$ cat config.mk
export PLATFORM = sky130hd
export DESIGN_NAME = regbank_dump_reader
export DESIGN_NICKNAME = d
export VERILOG_FILES = /design/src/rtl/regbank_dump_reader.sv
export SDC_FILE = /design/constraint.sdc
export NUM_CORES = 1
export LEC_CHECK = 0
export CAP_MARGIN = 20
export CORE_AREA = 2 2 74 69
export DETAILED_ROUTE_END_ITERATION = 16
export DIE_AREA = 0 0 76 71
export PLACE_DENSITY = 0.89
export SLEW_MARGIN = 20
export SYNTH_ARGS = -nofsm -noshare
export SYNTH_HDL_FRONTEND = slang
export SYNTH_SLANG_ARGS = --single-unit
export TNS_END_PERCENT = 10
$ cat constraint.sdc
create_clock -name i_clk -period 2.22 [get_ports i_clk]
set_input_delay 0.333 -clock i_clk [delete_from_list [all_inputs] [get_ports i_clk]]
set_output_delay 0.333 -clock i_clk [all_outputs]
set_load 0.03 [all_outputs]
$ cat src/rtl/regbank_dump_reader.sv
// regbank_dump_reader: walks registers 0..N-1 through the bank's async read port and streams each word LSB byte first over valid/ready
// Ports:
//   i_clk            clock, rising edge
//   i_reset_n        async reset, active low
//   i_start          start a dump, honoured only while idle
//   o_busy           high from the cycle after start until the done cycle ends
//   o_read_register  register index driven to the bank read port
//   i_read_data      bank read data, combinational on o_read_register
//   o_tx_data        byte to transmit
//   o_tx_valid       o_tx_data is valid
//   i_tx_ready       consumer accepts the byte this cycle
//   o_done           one-cycle pulse after the last byte is accepted
// Option REGBANK_DUMP_HEADER_EN: frame the stream with a leading 8'hA5 and a trailing XOR checksum of the data bytes.
`ifndef DATA_WIDTH
`define DATA_WIDTH 32
`endif
module regbank_dump_reader #(
  parameter int REGISTERS_BANK_SIZE = 32,
  parameter int REGISTERS_SIZE = `DATA_WIDTH
) (
  input  logic                                   i_clk,
  input  logic                                   i_reset_n,
  input  logic                                   i_start,
  output logic                                   o_busy,
  output logic [$clog2(REGISTERS_BANK_SIZE)-1:0] o_read_register,
  input  logic [REGISTERS_SIZE-1:0]              i_read_data,
  output logic [7:0]                             o_tx_data,
  output logic                                   o_tx_valid,
  input  logic                                   i_tx_ready,
  output logic                                   o_done
);
  localparam int IW = $clog2(REGISTERS_BANK_SIZE);
  localparam int BYTES = REGISTERS_SIZE / 8;
  localparam int CW = BYTES > 1 ? $clog2(BYTES) : 1;
  localparam logic [IW-1:0] LAST_REG = IW'(REGISTERS_BANK_SIZE - 1);
  localparam logic [CW-1:0] LAST_BYTE = CW'(BYTES - 1);
  typedef enum logic [2:0] {
    IDLE,
    LOAD,
    SEND,
`ifdef REGBANK_DUMP_HEADER_EN
    HEAD,
    CSUM,
`endif
    DONE
  } state_t;
  state_t state;
  logic [REGISTERS_SIZE-1:0] shift;
  logic [REGISTERS_SIZE-1:0] shift_nxt;
  logic [CW-1:0] cnt;
  logic hs;
`ifdef REGBANK_DUMP_HEADER_EN
  logic [7:0] csum;
`endif
  assign hs = o_tx_valid && i_tx_ready;
  assign shift_nxt = shift >> 8;
  // o_read_register doubles as the register index: it is loaded on entry to
  // LOAD so the bank data is already valid when LOAD captures it.
  always_ff @(posedge i_clk or negedge i_reset_n) begin
    if (!i_reset_n) begin
      state <= IDLE;
      o_busy <= 1'b0;
      o_read_register <= '0;
      o_tx_data <= '0;
      o_tx_valid <= 1'b0;
      o_done <= 1'b0;
      shift <= '0;
      cnt <= '0;
`ifdef REGBANK_DUMP_HEADER_EN
      csum <= '0;
`endif
    end else begin
      case (state)
        IDLE: if (i_start) begin
          o_busy <= 1'b1;
          o_read_register <= '0;
`ifdef REGBANK_DUMP_HEADER_EN
          csum <= '0;
          o_tx_data <= 8'hA5;
          o_tx_valid <= 1'b1;
          state <= HEAD;
`else
          state <= LOAD;
`endif
        end
`ifdef REGBANK_DUMP_HEADER_EN
        HEAD: if (hs) begin
          o_tx_valid <= 1'b0;
          state <= LOAD;
        end
`endif
        LOAD: begin
          shift <= i_read_data;
          cnt <= '0;
          o_tx_data <= i_read_data[7:0];
          o_tx_valid <= 1'b1;
          state <= SEND;
        end
        SEND: if (hs) begin
`ifdef REGBANK_DUMP_HEADER_EN
          csum <= csum ^ o_tx_data;
`endif
          if (cnt != LAST_BYTE) begin
            shift <= shift_nxt;
            cnt <= cnt + CW'(1);
            o_tx_data <= shift_nxt[7:0];
          end else if (o_read_register != LAST_REG) begin
            o_read_register <= o_read_register + IW'(1);
            o_tx_valid <= 1'b0;
            state <= LOAD;
          end else begin
`ifdef REGBANK_DUMP_HEADER_EN
            // csum does not yet include the byte being accepted now
            o_tx_data <= csum ^ o_tx_data;
            state <= CSUM;
`else
            o_tx_valid <= 1'b0;
            o_done <= 1'b1;
            state <= DONE;
`endif
          end
        end
`ifdef REGBANK_DUMP_HEADER_EN
        CSUM: if (hs) begin
          o_tx_valid <= 1'b0;
          o_done <= 1'b1;
          state <= DONE;
        end
`endif
        DONE: begin
          o_done <= 1'b0;
          o_busy <= 1'b0;
          state <= IDLE;
        end
        default: state <= IDLE;
      endcase
    end
  end
endmodule
==> summary.md <==
| Metric | Value |
|---|---|
| Final max-slew violation count | 0 |
| Average routed wire per standard cell | 15.8 um |
| Leakage dissipation | 1.24 nW |
| Area added between synthesis and finish | 31.1% |
| Initial DRC Count | 88 |
| Synthesized-area fraction occupied by adder cells | 0.0169 |
| Warning count from the yosys run | 0 |
| Final setup viols | 0 |
| VDD IR max | 0.804 mV |
| Final weighted congestion of routability-driven global placement | 0.806 |
| Upper clock frequency limit | 513 MHz |
| Maximum fanout encountered on the critical timing path | 5 |
| Rows | 24 |
| Antenna fix cells | 0 |
| Worst path bufs/invs | 0 |
| Syn Nets | 222 |
| Post-route DRC violation count | 0 |
| Placed cell count | 288 |
| Number of buffers on the longest clock path | 2 |
| Synthesized-area fraction occupied by and/or/nand/nor cells | 0.0856 |
| Layout Nets | 270 |
| Number of buffers created by CTS | 5 |
| Number of optimization iterations in the first detailed-route pass | 4 |
| Count of nets left with antenna violations after detail routing | 0 |
| Commonest non-fill, non-tap cells in the layout | clkdlybuf4s50_1 (50), dfrtp_1 (44), mux2_2 (40) |
| CP startpoint kind | register |
| TritonCTS clock tree | done |
| Largest delay contributor family on the critical path | adder cells |
| CP startpoint | o_read_register[0] |
| Required arrival time at the worst endpoint | 2.44 ns |
| Hold Vio Cnt, Final | 0 |
| Average instance area after synthesis | 12.1 um^2 |
| Remaining global-route overflow | 0 |
| Critical-path top delay cell | dfrtp_1 |
| Clock Root Buffer | clkbuf_8 |
| Final cell utilization of the core | 0.626 |
| Later-pin clock latency in the skew report | 0.30 ns |
| Most frequent standard cell in the layout excluding fill and tap cells | clkdlybuf4s50_1 |
| Number of instances in the synthesized netlist | 183 |
| Summed negative setup slack over all endpoints | 0 ns |
| Worst hold path class | reg -> reg |
| Post-route insts no fill | 297 |
| PortBufs | 51 |
| Crit share post-route | 0.877 |
| Initial antenna violation count | 0 |
| Area share of xor/xnor cells in the synthesized design | 0 |
| Hold path startpoint | o_tx_data[5] |
| Unrepaired setup endpoints after global routing | no |
| Finished Cell Area | 0.00291 mm^2 |
| Part of the Yosys area used for sequential elements | 0.495 |
| Post-synthesis sequential element count | 44 |
| Hpwl dp | 3250 um |
| Routed via count | 1528 |
| Floorplan die area | 0.00540 mm^2 |
| Detailed-route wire length | 4690 um |
| Share of synthesized area spent on multiplexers | 0.252 |
| Post-DP Area | 0.00274 mm^2 |
| Clock net sink count | 44 |
| Worst-Margin Slew | 0.683 ns |
| Initial Util | 0.477 |
| Post-synthesis instance area | 0.00222 mm^2 |
| Cts repair resizes | 0 |
| Layout cells sized above 1 | 0.259 |
| Core outline area | 0.00465 mm^2 |
| Endpoint kind of the worst setup timing path | register |
| Final period demand of the worst path | 1.95 ns |
| Area fraction in compound gates after synthesis | 0.0816 |
| Post-Route Skew | 0.00627 ns |
| Largest family of logic cells by synthesized area | multiplexers |
| Largest net degree at the start of global routing | 26 |
| Global-route wire length before repair | 7780 um |
| Cell type with the highest occurrence count on the critical path | ha_1 |
| Worst Setup Path Type | reg -> reg |
| Worst r2r src | o_read_register[0] |
| Arrival time reported for the critical path endpoint | 2.17 ns |
| Run status | finished clean |
| Die span in x | 76 um |
| Post-synthesis cell type count | 27 |
| Relative max-transition margin | 0.543 |
| CTS H-tree depth | 2 |
| Number of max-capacitance violations reported | 0 |
| Delay of the slowest critical-path stage | 0.41 ns |
| Total routing resource utilization after global routing | 0.187 |
| Via count of the first global-routing pass | 1614 |
| Number of vias per cell | 5.14 |
| Vertical die dimension | 71 um |
| Ordered cell list for the critical path | ha_1 > and3_1 > ha_1 > nand2b_1 > a221oi_4 > mux2i_1 |
| I/O pin count | 52 |
| Power density cells | 1340 mW/mm^2 |
| CTS clk-pin slew, worst paths | 0.08 ns |
==> sequential cells by signal, summed over array words and instances (netlist names) <==
signal,cells
state,2
o_tx_valid,1
cnt,2
o_busy,1
shift,25
o_tx_data,7
o_done,1
o_read_register,5
==> power by group <==
| group | internal, W | leakage (nW) | switching, W |
|---|---|---|---|
| Combinational | 0.000911 | 0.615 | 0.000805 |
| Sequential | 0.00114 | 0.543 | 0.000205 |
| Clock | 0.000563 | 0.0784 | 0.000278 |
==> logic make-up (layout without fill, tap and decap cells) <==
family          after synthesis  in the layout
buf+inv                      23             72
simple gates                 37             37
compound gates               26             26
flops                        44             44
mux                          50             50
fa+ha+maj                     3              3
==> worst register-to-register path: stages, from the launching register on <==
cell	delay, ns
dfrtp_1	0.41
ha_1	0.23
and3_1	0.19
ha_1	0.21
nand2b_1	0.19
a221oi_4	0.39
mux2i_1	0.24
==> routing by layer <==
metal	wire length, um	up-vias	part of all wire	track usage
met4	132	0	0.028	0.0768
met5	0	-	0	0
met3	271	12	0.058	0.0612
met2	2340	39	0.50	0.316
met1	1940	747	0.41	0.222
li1	-	730	-	-
==> synthesized netlist by cell type <==
master / instances / area [um^2]
o211ai_1: 1 / 7.51
buf_4: 8 / 60.1
nor2_1: 2 / 7.51
buf_6: 4 / 45.0
and3_1: 3 / 18.8
mux2_1: 8 / 90.1
nor2b_1: 2 / 12.5
mux2i_1: 2 / 20.0
a221oi_4: 1 / 26.3
o21ai_4: 1 / 16.3
nand3_1: 2 / 10.0
nand4b_4: 1 / 23.8
buf_2: 4 / 20.0
clkbuf_1: 1 / 3.75
o2bb2ai_1: 2 / 17.5
dfrtp_1: 44 / 1100
mux2_2: 40 / 450
buf_1: 1 / 3.75
o31ai_1: 1 / 7.51
a21oi_1: 12 / 60.1
inv_1: 5 / 18.8
nor3b_1: 1 / 7.51
a31oi_1: 5 / 31.3
o21ai_0: 3 / 15.0
nand2_1: 21 / 78.8
ha_1: 3 / 37.5
nand2b_1: 5 / 31.3
==> area by class of cell <==
cell class | instances | area (um^2)
Fill cell | 374 | 1740
Tap cell | 65 | 81.3
Inverter | 5 | 18.8
Clock buffer | 5 | 68.8
Multi-Input combinational cell | 116 | 972
Timing Repair Buffer | 59 | 581
Clock inverter | 3 | 90.1
Sequential cell | 44 | 1100
==> worst paths after layout <==
kind                                      end  slack, ns  cells past startpoint
setup reg to reg           o_read_register[1]       0.27                      6
hold / removal                   o_tx_data[5]       0.49                      1
setup / recovery           o_read_register[1]       0.27                      6
hold reg to reg                  o_tx_data[5]       0.49                      1
max in group asynchronous           shift[29]       1.11                      3
min in group asynchronous            state[0]       0.56                      2
==> repair_timing <==
item / 4_1_cts / 5_1_grt
setup endpoints to repair: 0 / 0
endpoints found under the hold margin: 18 / 0
buffers inserted: 0 / 0
hold buffers: 1 / 0
==> per-stage QoR <==
stage	power, W	hold WS [ns]	worst slack, ns
floorplan	0.00269	0.0374	0.330
global placement	0.00300	0.303	0.365
detailed placement	0.00308	0.307	0.288
CTS	0.00394	0.499	0.248
global route	0.00414	0.524	0.151
finish	0.00391	0.490	0.272
(Power assumes the default switching activity.)
